File: config.mk
export PLATFORM = sky130hd
export DESIGN_NAME = csr_access_arbiter_flat
export DESIGN_NICKNAME = d
export VERILOG_FILES = /design/src/rtl/csr_access_arbiter_pkg.sv /design/src/rtl/csr_access_arbiter_if.sv /design/src/rtl/csr_access_arbiter_rr_arb2.sv /design/src/rtl/csr_access_arbiter.sv /design/src/flat_wrapper.sv
export SDC_FILE = /design/constraint.sdc
export NUM_CORES = 1
export LEC_CHECK = 0
export CAP_MARGIN = 20
export CORE_MARGIN = 2
export CORE_UTILIZATION = 30
export DETAILED_ROUTE_END_ITERATION = 8
export PLACE_DENSITY_LB_ADDON = 0.25
export SLEW_MARGIN = 20
export SYNTH_ARGS = -nofsm -noshare
export SYNTH_HDL_FRONTEND = slang
export SYNTH_SLANG_ARGS = --single-unit
File: constraint.sdc
create_clock -name cpu_clock_i -period 1.9 [get_ports cpu_clock_i]
set_input_delay 0.38 -clock cpu_clock_i [delete_from_list [all_inputs] [get_ports cpu_clock_i]]
set_output_delay 0.38 -clock cpu_clock_i [all_outputs]
set_load 0.02 [all_outputs]
File: src/rtl/csr_access_arbiter_pkg.sv
`default_nettype none
// ============================================================================
//  Module      : csr_arb_pkg
//  Description : Shared types and constants for the CSR access arbiter:
//                CSR operation encoding, arbiter FSM state encoding,
//                request owner, latched request record and a small helper
//                used by the round-robin arbiter.
//  Revision    : 1.0 - initial release
// ============================================================================
package csr_arb_pkg;

    localparam int c_CSR_ADDR_W = 12;
    localparam int c_CSR_DATA_W = 32;

    // CSR file operation encoding (00 is not a legal operation)
    typedef enum logic [1:0] {
        CSR_OP_RW = 2'b01,
        CSR_OP_RS = 2'b10,
        CSR_OP_RC = 2'b11
    } csr_op_e;

    // Arbiter sequencing states
    typedef enum logic [1:0] {
        ARB_IDLE  = 2'd0,
        ARB_ISSUE = 2'd1,
        ARB_WAIT  = 2'd2,
        ARB_RESP  = 2'd3
    } arb_state_e;

    // Which requester owns the access in flight
    typedef enum logic {
        OWNER_CORE = 1'b0,
        OWNER_DBG  = 1'b1
    } owner_e;

    // Request fields latched at grant time and replayed on the csr_* bus
    typedef struct packed {
        logic [c_CSR_ADDR_W-1:0] addr;
        logic [1:0]              op;
        logic                    wr;
        logic [c_CSR_DATA_W-1:0] data;
    } csr_req_t;

    // The requester that wins a tie is the one not granted last time
    function automatic owner_e other_owner(input owner_e o);
        return (o == OWNER_CORE) ? OWNER_DBG : OWNER_CORE;
    endfunction

endpackage
`default_nettype wire

File: src/rtl/csr_access_arbiter_if.sv
`default_nettype none
// ============================================================================
//  Module      : csr_access_arbiter_if
//  Description : Bundle of all handshake and bus signals around the CSR
//                access arbiter: core and debug request/response channels,
//                core flush, trap indication and the CSR file port.
//                modport slave  : the arbiter itself
//                modport master : requesters + CSR file (environment side)
//  Revision    : 1.0 - initial release
// ============================================================================
interface csr_access_arbiter_if;
    import csr_arb_pkg::*;

    // core commit requester
    logic                    core_req_valid_i;
    logic                    core_req_ready_o;
    logic [c_CSR_ADDR_W-1:0] core_req_addr_i;
    logic [1:0]              core_req_op_i;
    logic                    core_req_wr_i;
    logic [c_CSR_DATA_W-1:0] core_req_data_i;
    logic                    core_flush_i;
    logic                    core_rsp_valid_o;
    logic                    core_rsp_ready_i;

    // debug / memory-mapped requester
    logic                    dbg_req_valid_i;
    logic                    dbg_req_ready_o;
    logic [c_CSR_ADDR_W-1:0] dbg_req_addr_i;
    logic [1:0]              dbg_req_op_i;
    logic                    dbg_req_wr_i;
    logic [c_CSR_DATA_W-1:0] dbg_req_data_i;
    logic                    dbg_rsp_valid_o;
    logic                    dbg_rsp_ready_i;

    // shared response payload
    logic [c_CSR_DATA_W-1:0] rsp_data_o;
    logic                    rsp_excp_o;

    // trap / mret updating CSR state this cycle
    logic                    trap_pending_i;

    // CSR file port
    logic                    csr_valid_o;
    logic [c_CSR_ADDR_W-1:0] csr_addr_o;
    logic [1:0]              csr_op_o;
    logic                    csr_wr_o;
    logic [c_CSR_DATA_W-1:0] csr_data_o;
    logic                    csr_done_i;
    logic                    csr_excp_i;
    logic [c_CSR_DATA_W-1:0] csr_rdata_i;

    modport slave (
        input  core_req_valid_i, core_req_addr_i, core_req_op_i, core_req_wr_i,
               core_req_data_i, core_flush_i, core_rsp_ready_i,
               dbg_req_valid_i, dbg_req_addr_i, dbg_req_op_i, dbg_req_wr_i,
               dbg_req_data_i, dbg_rsp_ready_i,
               trap_pending_i, csr_done_i, csr_excp_i, csr_rdata_i,
        output core_req_ready_o, core_rsp_valid_o,
               dbg_req_ready_o, dbg_rsp_valid_o,
               rsp_data_o, rsp_excp_o,
               csr_valid_o, csr_addr_o, csr_op_o, csr_wr_o, csr_data_o
    );

    modport master (
        output core_req_valid_i, core_req_addr_i, core_req_op_i, core_req_wr_i,
               core_req_data_i, core_flush_i, core_rsp_ready_i,
               dbg_req_valid_i, dbg_req_addr_i, dbg_req_op_i, dbg_req_wr_i,
               dbg_req_data_i, dbg_rsp_ready_i,
               trap_pending_i, csr_done_i, csr_excp_i, csr_rdata_i,
        input  core_req_ready_o, core_rsp_valid_o,
               dbg_req_ready_o, dbg_rsp_valid_o,
               rsp_data_o, rsp_excp_o,
               csr_valid_o, csr_addr_o, csr_op_o, csr_wr_o, csr_data_o
    );

endinterface
`default_nettype wire

File: src/rtl/csr_access_arbiter_rr_arb2.sv
`default_nettype none
// ============================================================================
//  Module      : rr_arb2
//  Description : Two-input round-robin grant. Grants are combinational and
//                only given while i_en is high; the last granted requester
//                is remembered so the other one wins the next tie.
//  Ports       : clk, rst      - clock, synchronous active-high reset
//                i_en          - grant allowed this cycle
//                i_req[0]/[1]  - core / dbg request eligible
//                o_gnt[0]/[1]  - core / dbg granted (one-hot or zero)
//                o_owner       - owner encoding of the current grant
//  Revision    : 1.0 - initial release
// ============================================================================
module rr_arb2
    import csr_arb_pkg::*;
(
    input  logic       clk,
    input  logic       rst,
    input  logic       i_en,
    input  logic [1:0] i_req,
    output logic [1:0] o_gnt,
    output owner_e     o_owner
);

    owner_e r_last_grant;
    owner_e w_tie_winner;

    assign w_tie_winner = other_owner(r_last_grant);

    always_comb begin
        o_gnt = 2'b00;
        if (i_en) begin
            if (i_req == 2'b11) begin
                o_gnt = (w_tie_winner == OWNER_DBG) ? 2'b10 : 2'b01;
            end else begin
                o_gnt = i_req;
            end
        end
    end

    assign o_owner = o_gnt[1] ? OWNER_DBG : OWNER_CORE;

    // Reset to dbg so that core wins the very first tie
    always_ff @(posedge clk) begin
        if (rst) begin
            r_last_grant <= OWNER_DBG;
        end else if (|o_gnt) begin
            r_last_grant <= o_owner;
        end
    end

endmodule
`default_nettype wire

File: src/rtl/csr_access_arbiter.sv
`default_nettype none
// ============================================================================
//  Module      : csr_access_arbiter
//  Description : Arbitrates core and debug CSR accesses round-robin, issues
//                one single-cycle valid beat per access to the CSR file,
//                waits for done (or times out) and returns data/exception
//                to the originating requester. No beat is issued while a
//                trap/mret is updating CSR state.
//  Ports       : cpu_clock_i  - clock
//                cpu_reset_i  - synchronous active-high reset
//                bus          - csr_access_arbiter_if.slave: request,
//                               response, flush, trap and CSR file signals
//  Parameters  : TIMEOUT      - WAIT cycles without done before a forced
//                               exception response (>= 2)
//                DBG_ENABLE   - 0 disables the debug requester entirely
//  Revision    : 1.0 - initial release
// ============================================================================
module csr_access_arbiter
    import csr_arb_pkg::*;
#(
    parameter int unsigned TIMEOUT    = 15,
    parameter bit          DBG_ENABLE = 1'b1
) (
    input  logic                  cpu_clock_i,
    input  logic                  cpu_reset_i,
    csr_access_arbiter_if.slave   bus
);

    localparam logic [1:0] c_ST_IDLE  = ARB_IDLE;
    localparam logic [1:0] c_ST_ISSUE = ARB_ISSUE;
    localparam logic [1:0] c_ST_WAIT  = ARB_WAIT;
    localparam logic [1:0] c_ST_RESP  = ARB_RESP;

    localparam int                 c_CNT_W       = $clog2(TIMEOUT + 1);
    localparam logic [c_CNT_W-1:0] c_TIMEOUT_CNT = c_CNT_W'(TIMEOUT);

    // ------------------------------------------------------------------
    // Registers
    // ------------------------------------------------------------------
    logic [1:0]              r_state;
    owner_e                  r_owner;
    csr_req_t                r_req;
    logic                    r_drop;
    logic [c_CNT_W-1:0]      r_cnt;
    logic [c_CSR_DATA_W-1:0] r_rsp_data;
    logic                    r_rsp_excp;

    // ------------------------------------------------------------------
    // Combinational signals
    // ------------------------------------------------------------------
    logic                    w_core_elig;
    logic                    w_dbg_elig;
    logic                    w_arb_en;
    logic [1:0]              w_gnt;
    owner_e                  w_gnt_owner;
    csr_req_t                w_core_req;
    csr_req_t                w_dbg_req;
    logic                    w_issue;
    logic                    w_flush_hit;
    logic                    w_drop;
    logic                    w_in_resp;
    logic                    w_rsp_fire;
    logic [c_CNT_W-1:0]      w_cnt_next;

    // ------------------------------------------------------------------
    // Requester eligibility
    // ------------------------------------------------------------------
    assign w_core_elig = bus.core_req_valid_i & ~bus.core_flush_i;

    if (DBG_ENABLE) begin : g_dbg_on
        assign w_dbg_elig          = bus.dbg_req_valid_i;
        assign bus.dbg_rsp_valid_o = w_in_resp & (r_owner == OWNER_DBG);
    end else begin : g_dbg_off
        assign w_dbg_elig          = 1'b0;
        assign bus.dbg_rsp_valid_o = 1'b0;
    end

    // Grants only from IDLE, never during a trap update or while in reset
    assign w_arb_en = (r_state == c_ST_IDLE) & ~bus.trap_pending_i & ~cpu_reset_i;

    rr_arb2 u_rr_arb2 (
        .clk     (cpu_clock_i),
        .rst     (cpu_reset_i),
        .i_en    (w_arb_en),
        .i_req   ({w_dbg_elig, w_core_elig}),
        .o_gnt   (w_gnt),
        .o_owner (w_gnt_owner)
    );

    assign bus.core_req_ready_o = w_gnt[0];
    assign bus.dbg_req_ready_o  = w_gnt[1];

    assign w_core_req = '{addr: bus.core_req_addr_i, op: bus.core_req_op_i,
                          wr:   bus.core_req_wr_i,   data: bus.core_req_data_i};
    assign w_dbg_req  = '{addr: bus.dbg_req_addr_i,  op: bus.dbg_req_op_i,
                          wr:   bus.dbg_req_wr_i,    data: bus.dbg_req_data_i};

    // ------------------------------------------------------------------
    // CSR file port: the beat is suppressed while a trap updates CSRs so
    // the trap never shadows a CSR write. Fields hold when idle.
    // ------------------------------------------------------------------
    assign w_issue         = (r_state == c_ST_ISSUE) & ~bus.trap_pending_i;
    assign bus.csr_valid_o = w_issue;
    assign bus.csr_addr_o  = r_req.addr;
    assign bus.csr_op_o    = r_req.op;
    assign bus.csr_wr_o    = r_req.wr;
    assign bus.csr_data_o  = r_req.data;

    // ------------------------------------------------------------------
    // Flush handling: the access itself always completes, only the core
    // response is suppressed. The live flush is folded in so a flush in
    // the RESP cycle itself also suppresses the response.
    // ------------------------------------------------------------------
    assign w_flush_hit = (r_owner == OWNER_CORE) & bus.core_flush_i;
    assign w_drop      = r_drop | w_flush_hit;

    // ------------------------------------------------------------------
    // Response side
    // ------------------------------------------------------------------
    assign w_in_resp            = (r_state == c_ST_RESP);
    assign bus.core_rsp_valid_o = w_in_resp & (r_owner == OWNER_CORE) & ~w_drop;
    assign bus.rsp_data_o       = r_rsp_data;
    assign bus.rsp_excp_o       = r_rsp_excp;

    assign w_rsp_fire = (bus.core_rsp_valid_o & bus.core_rsp_ready_i)
                      | (bus.dbg_rsp_valid_o  & bus.dbg_rsp_ready_i);

    assign w_cnt_next = r_cnt + c_CNT_W'(1);

    // ------------------------------------------------------------------
    // Sequencing FSM
    // ------------------------------------------------------------------
    always_ff @(posedge cpu_clock_i) begin
        if (cpu_reset_i) begin
            r_state    <= c_ST_IDLE;
            r_owner    <= OWNER_CORE;
            r_req      <= '0;
            r_drop     <= 1'b0;
            r_cnt      <= '0;
            r_rsp_data <= '0;
            r_rsp_excp <= 1'b0;
        end else begin
            case (r_state)
                c_ST_IDLE: begin
                    if (|w_gnt) begin
                        r_req   <= w_gnt[0] ? w_core_req : w_dbg_req;
                        r_owner <= w_gnt_owner;
                        r_drop  <= 1'b0;
                        r_state <= c_ST_ISSUE;
                    end
                end

                c_ST_ISSUE: begin
                    r_drop <= w_drop;
                    if (w_issue) begin
                        r_cnt   <= '0;
                        r_state <= c_ST_WAIT;
                    end
                end

                c_ST_WAIT: begin
                    r_drop <= w_drop;
                    r_cnt  <= w_cnt_next;
                    if (bus.csr_done_i) begin
                        r_rsp_data <= bus.csr_rdata_i;
                        r_rsp_excp <= bus.csr_excp_i;
                        r_state    <= c_ST_RESP;
                    end else if (w_cnt_next == c_TIMEOUT_CNT) begin
                        // CSR file never answered: report an exception
                        r_rsp_data <= '0;
                        r_rsp_excp <= 1'b1;
                        r_state    <= c_ST_RESP;
                    end
                end

                c_ST_RESP: begin
                    r_drop <= w_drop;
                    // a dropped core response leaves after a single cycle
                    if (w_drop || w_rsp_fire) begin
                        r_state <= c_ST_IDLE;
                    end
                end

                default: begin
                    r_state <= c_ST_IDLE;
                end
            endcase
        end
    end

endmodule
`default_nettype wire

File: src/flat_wrapper.sv
// flat-port wrapper written by rule: the top's interface ports become plain ports
module csr_access_arbiter_flat import csr_arb_pkg::*;
#(
    parameter int unsigned TIMEOUT    = 15,
    parameter bit          DBG_ENABLE = 1'b1
)
  (cpu_clock_i, cpu_reset_i, bus_core_req_valid_i, bus_core_req_addr_i, bus_core_req_op_i, bus_core_req_wr_i, bus_core_req_data_i, bus_core_flush_i, bus_core_rsp_ready_i, bus_dbg_req_valid_i, bus_dbg_req_addr_i, bus_dbg_req_op_i, bus_dbg_req_wr_i, bus_dbg_req_data_i, bus_dbg_rsp_ready_i, bus_trap_pending_i, bus_csr_done_i, bus_csr_excp_i, bus_csr_rdata_i, bus_core_req_ready_o, bus_core_rsp_valid_o, bus_dbg_req_ready_o, bus_dbg_rsp_valid_o, bus_rsp_data_o, bus_rsp_excp_o, bus_csr_valid_o, bus_csr_addr_o, bus_csr_op_o, bus_csr_wr_o, bus_csr_data_o);
  csr_access_arbiter_if bus_i ();
  input  logic cpu_clock_i;
  input  logic cpu_reset_i;
  input wire logic [$bits(bus_i.core_req_valid_i)-1:0] bus_core_req_valid_i;
  input wire logic [$bits(bus_i.core_req_addr_i)-1:0] bus_core_req_addr_i;
  input wire logic [$bits(bus_i.core_req_op_i)-1:0] bus_core_req_op_i;
  input wire logic [$bits(bus_i.core_req_wr_i)-1:0] bus_core_req_wr_i;
  input wire logic [$bits(bus_i.core_req_data_i)-1:0] bus_core_req_data_i;
  input wire logic [$bits(bus_i.core_flush_i)-1:0] bus_core_flush_i;
  input wire logic [$bits(bus_i.core_rsp_ready_i)-1:0] bus_core_rsp_ready_i;
  input wire logic [$bits(bus_i.dbg_req_valid_i)-1:0] bus_dbg_req_valid_i;
  input wire logic [$bits(bus_i.dbg_req_addr_i)-1:0] bus_dbg_req_addr_i;
  input wire logic [$bits(bus_i.dbg_req_op_i)-1:0] bus_dbg_req_op_i;
  input wire logic [$bits(bus_i.dbg_req_wr_i)-1:0] bus_dbg_req_wr_i;
  input wire logic [$bits(bus_i.dbg_req_data_i)-1:0] bus_dbg_req_data_i;
  input wire logic [$bits(bus_i.dbg_rsp_ready_i)-1:0] bus_dbg_rsp_ready_i;
  input wire logic [$bits(bus_i.trap_pending_i)-1:0] bus_trap_pending_i;
  input wire logic [$bits(bus_i.csr_done_i)-1:0] bus_csr_done_i;
  input wire logic [$bits(bus_i.csr_excp_i)-1:0] bus_csr_excp_i;
  input wire logic [$bits(bus_i.csr_rdata_i)-1:0] bus_csr_rdata_i;
  output wire logic [$bits(bus_i.core_req_ready_o)-1:0] bus_core_req_ready_o;
  output wire logic [$bits(bus_i.core_rsp_valid_o)-1:0] bus_core_rsp_valid_o;
  output wire logic [$bits(bus_i.dbg_req_ready_o)-1:0] bus_dbg_req_ready_o;
  output wire logic [$bits(bus_i.dbg_rsp_valid_o)-1:0] bus_dbg_rsp_valid_o;
  output wire logic [$bits(bus_i.rsp_data_o)-1:0] bus_rsp_data_o;
  output wire logic [$bits(bus_i.rsp_excp_o)-1:0] bus_rsp_excp_o;
  output wire logic [$bits(bus_i.csr_valid_o)-1:0] bus_csr_valid_o;
  output wire logic [$bits(bus_i.csr_addr_o)-1:0] bus_csr_addr_o;
  output wire logic [$bits(bus_i.csr_op_o)-1:0] bus_csr_op_o;
  output wire logic [$bits(bus_i.csr_wr_o)-1:0] bus_csr_wr_o;
  output wire logic [$bits(bus_i.csr_data_o)-1:0] bus_csr_data_o;
  assign bus_i.core_req_valid_i = bus_core_req_valid_i;
  assign bus_i.core_req_addr_i = bus_core_req_addr_i;
  assign bus_i.core_req_op_i = bus_core_req_op_i;
  assign bus_i.core_req_wr_i = bus_core_req_wr_i;
  assign bus_i.core_req_data_i = bus_core_req_data_i;
  assign bus_i.core_flush_i = bus_core_flush_i;
  assign bus_i.core_rsp_ready_i = bus_core_rsp_ready_i;
  assign bus_i.dbg_req_valid_i = bus_dbg_req_valid_i;
  assign bus_i.dbg_req_addr_i = bus_dbg_req_addr_i;
  assign bus_i.dbg_req_op_i = bus_dbg_req_op_i;
  assign bus_i.dbg_req_wr_i = bus_dbg_req_wr_i;
  assign bus_i.dbg_req_data_i = bus_dbg_req_data_i;
  assign bus_i.dbg_rsp_ready_i = bus_dbg_rsp_ready_i;
  assign bus_i.trap_pending_i = bus_trap_pending_i;
  assign bus_i.csr_done_i = bus_csr_done_i;
  assign bus_i.csr_excp_i = bus_csr_excp_i;
  assign bus_i.csr_rdata_i = bus_csr_rdata_i;
  assign bus_core_req_ready_o = bus_i.core_req_ready_o;
  assign bus_core_rsp_valid_o = bus_i.core_rsp_valid_o;
  assign bus_dbg_req_ready_o = bus_i.dbg_req_ready_o;
  assign bus_dbg_rsp_valid_o = bus_i.dbg_rsp_valid_o;
  assign bus_rsp_data_o = bus_i.rsp_data_o;
  assign bus_rsp_excp_o = bus_i.rsp_excp_o;
  assign bus_csr_valid_o = bus_i.csr_valid_o;
  assign bus_csr_addr_o = bus_i.csr_addr_o;
  assign bus_csr_op_o = bus_i.csr_op_o;
  assign bus_csr_wr_o = bus_i.csr_wr_o;
  assign bus_csr_data_o = bus_i.csr_data_o;
  csr_access_arbiter #(.TIMEOUT(TIMEOUT), .DBG_ENABLE(DBG_ENABLE)) u_core (.cpu_clock_i(cpu_clock_i), .cpu_reset_i(cpu_reset_i), .bus(bus_i));
endmodule
==> impl_results.md <==
* Post-synthesis sequential area ratio at 0.4698
* Leak Pwr at between 0.002 and 0.003 uW
* Reg2Reg Depth at 7
* RSZ-0062 raised after global routing: no
* Post-Route WL at 11620 um
* Worst hold slack at 0.4762 ns
* Cts bufs inserted at 9
* Crit-path max FO at 2
* CTS Hold Bufs at 0
* Slowest cell on crit path: dfxtp_1
* Hold worst-path end: u_core.bus.rsp_data_o[6]
* Most frequent cells in the layout: clkdlybuf4s50_1, dfxtp_1, nor2_1, mux2i_1, a211oi_1
* Htree depth at 3
* # clock sinks at 89
* Least-Margin Pin Slew at roughly 0.54 ns
* Antenna diode count at 0
* 1st-pass router iterations at 4
* Core Region at 12470 sq um
* Initial antenna violation count at 0
* Commonest non-fill, non-tap cell in the layout: clkdlybuf4s50_1
* HP Start: u_core.bus.rsp_data_o[6]
* Largest family of logic cells by synthesized area: compound AO/OA/AOI/OAI gates
* Worst Clk Skew at ~0.0069 ns
* WS Path Type: flop to primary output
* Yosys top cell by area: dfxtp_1
* Layout area overhead at 74.86%
* # DRC at 0
* Status: finished clean
* Fin cells at 773
* Max incr delay on CP at 0.32 ns
* Crit share post-route at 0.9654
* Max cap viols at 0
* Final Max Slew Viols at 0
* Post-synthesis mux area share at 0.1267
* Top cells by area, synth: dfxtp_1, mux2i_1, a211oi_1
* Vias per cell at 4.638
* Mean Syn Cell Area at 10.39 sq um
* Hold path cells at 1
* First DRT Iteration DRCs at 95
* Die X at 116.4 um
* Worst endpoint required time at 1.52 ns
* Clock-pin slew on the worst setup and hold paths at 0.06 ns
* Synthesized instance count at 365
* Final Hold Fails at 0
* Slew HR at 0.6386
* CP Capture Type: primary output
* DR WL/cell at 15.03 um
* # nets final at 740
* Synth Area in Simple Gates at 0.09733
* DP Worst Slack at -0.4453 ns
* Cell count after placement at 754
* GRT Residual Overflow at 0
* Post-Synth Adder-Cell Area at 0.02309
* Row cnt at 41
* Die H at between 100 and 150 um
* Flops & latches, synth at a little under 90
* Startpoint class of the critical path: flop
* Starting Density at 0.3042
* Remaining antenna violation count after routing at 0
* Layout cells sized above 1 at 0.1181
* CTS Buffer Depth at 2
* Total Routing Usage GR at 0.1676
* Final WS setup at 0.06575 ns
* Maximum VDD drop at 0.0003744 V
* Reg2reg start: u_core.r_cnt[0]
* R2R Path End: u_core.bus.rsp_data_o[0]
* Compound-Gate Fraction of Synth Area at 0.2121
* Die Area at 13560 sq um
* Worst skew pair latency at 0.34 ns
* Crit-path cells: buf_4 -> ha_1 -> and2_1 -> dlygate4sd2_1
* Xor and xnor area share after synthesis at 0
* Via Count at 3585
* WP data arrival at 1.45 ns
* Final setup viols at 0
* CTS tree: yes
* Mapped Area at 3792 sq um
* Gpl congestion at 0.8055
* Synth top area share at 0.4698
* First-pass GRT wire length at 17440 um
* PD cells at 855.7 nW/um^2
* Netlist cell types at 43
* Final Power at 5674 uW
* Detailed Place HPWL at 8520 um
* Vias in the first global route at 3491
* Post-route minimum period at about 1.8 ns
* Largest net degree at the start of global routing at 55
* Max Clock Freq at 0.5452 GHz
* Reg-to-reg setup timing slack at 0.07 ns
* # IOs at 221
* Syn Nets at 508
* Hold Crit Class: flop to flop
* Clk root buf: clkbuf_16
* IO Port Bufs at 220
* Synth Warn # at 0
area by class of cell:
cell class | count | area, sq um
inverter | 8 | 30.03
multi-input combinational | 239 | 1818
clock inverter | 3 | 17.52
sequential | 89 | 1787
clock buffer | 12 | 246.5
fill | 1120 | 5834
tap | 172 | 215.2
timing repair buffer | 250 | 2517
report_power, final:
part           internal (uW)  switching, uW  total, uW
Sequential              2070            109       2180
Combinational           1010            872       1880
Clock                    911            696       1610
critical path: cells and delay by family (launching register included):
kind	cells	cell delay [ns]
adder cells (fa/ha/maj)	1	0.21
buffers and inverters	2	0.44
flip-flops	1	0.32
AND/OR/NAND/NOR	1	0.15
flip-flops by register name, summed over array words and instances (netlist names):
name / flops
u_core.bus.csr_wr_o: 1
u_core.u_rr_arb2.r_last_grant: 1
u_core.r_state: 2
u_core.r_drop: 1
u_core.bus.rsp_data_o: 32
u_core.bus.csr_data_o: 32
u_core.r_owner: 1
u_core.bus.csr_addr_o: 12
u_core.bus.rsp_excp_o: 1
u_core.bus.csr_op_o: 2
u_core.r_cnt: 4
synthesized netlist by cell type:
| master | count |
|---|---|
| a211oi_1 | 49 |
| a21oi_1 | 3 |
| a21oi_4 | 1 |
| a221o_1 | 1 |
| a22o_1 | 30 |
| a22o_2 | 2 |
| a22oi_1 | 2 |
| a311o_2 | 1 |
| a311oi_1 | 1 |
| a31oi_1 | 2 |
| and2_1 | 1 |
| and2_4 | 1 |
| buf_1 | 2 |
| buf_12 | 2 |
| buf_2 | 2 |
| buf_4 | 4 |
| buf_6 | 4 |
| buf_8 | 1 |
| clkbuf_1 | 11 |
| clkbuf_8 | 3 |
| dfxtp_1 | 89 |
| dlygate4sd1_1 | 1 |
| ha_1 | 7 |
| inv_1 | 8 |
| mux2i_1 | 48 |
| nand2_1 | 6 |
| nand2b_1 | 5 |
| nand3_1 | 3 |
| nor2_1 | 55 |
| nor2b_1 | 2 |
| nor3_1 | 3 |
| nor3b_1 | 1 |
| nor3b_2 | 1 |
| nor4b_2 | 1 |
| o21a_1 | 1 |
| o21ai_0 | 4 |
| o21ai_1 | 1 |
| o21ai_2 | 1 |
| o21bai_1 | 1 |
| o311ai_0 | 1 |
| o31ai_1 | 1 |
| or2b_2 | 1 |
| or4_1 | 1 |
how the worst max path moves through the flow:
| stage | startpoint | endpoint | slack, ns | cells past startpoint |
|---|---|---|---|---|
| detailed placement | bus_core_req_valid_i | bus_core_req_ready_o | -0.45 | 6 |
| global route | u_core.r_state[1] | bus_core_req_ready_o | 0.003 | 7 |
| global placement | bus_core_req_valid_i | bus_core_req_ready_o | -0.39 | 6 |
| floorplan | u_core.r_state[0] | bus_core_req_ready_o | 0.009 | 8 |
| CTS | u_core.r_state[0] | bus_core_req_ready_o | -0.02 | 7 |
| finish | u_core.r_state[0] | bus_dbg_rsp_valid_o | 0.07 | 4 |
logic make-up (layout without fill, tap and decap cells):
logic type / after synthesis / count (layout)
adders and majority gates: 7 / 7
and+or+nand+nor: 81 / 81
buffers and inverters: 38 / 273
DFF: 89 / 89
muxes: 48 / 48
AOI/OAI and AO/OA: 102 / 103
metrics by stage:
step / instance area [sq um] / setup TNS (ns) / utilization
after global placement: 6236 / -23.75 / 0.5003
after CTS: 6594 / -0.01721 / 0.5290
final: 6631 / 0 / 0.5320
after detailed placement: 6236 / -26.26 / 0.5003
after global routing: 6631 / 0 / 0.5320
after floorplan: 3792 / 0 / -
per-layer routing:
metal | part of all wire | global-route usage | routed length [um]
met2 | 0.46 | 0.2833 | 5301
met1 | 0.40 | 0.1884 | 4702
met5 | 0 | 0 | 0
met3 | 0.12 | 0.06435 | 1385
met4 | 0.020 | 0.07302 | 228
repair_timing:
action / CTS / global route
gates resized for setup: 22 / 17
buffers inserted: 2 / 0
cloned: 2 / 0
endpoints found under the setup margin: 42 / 53
pin swaps: 3 / 5
No activity file was read; power rests on OpenSTA's default activity.
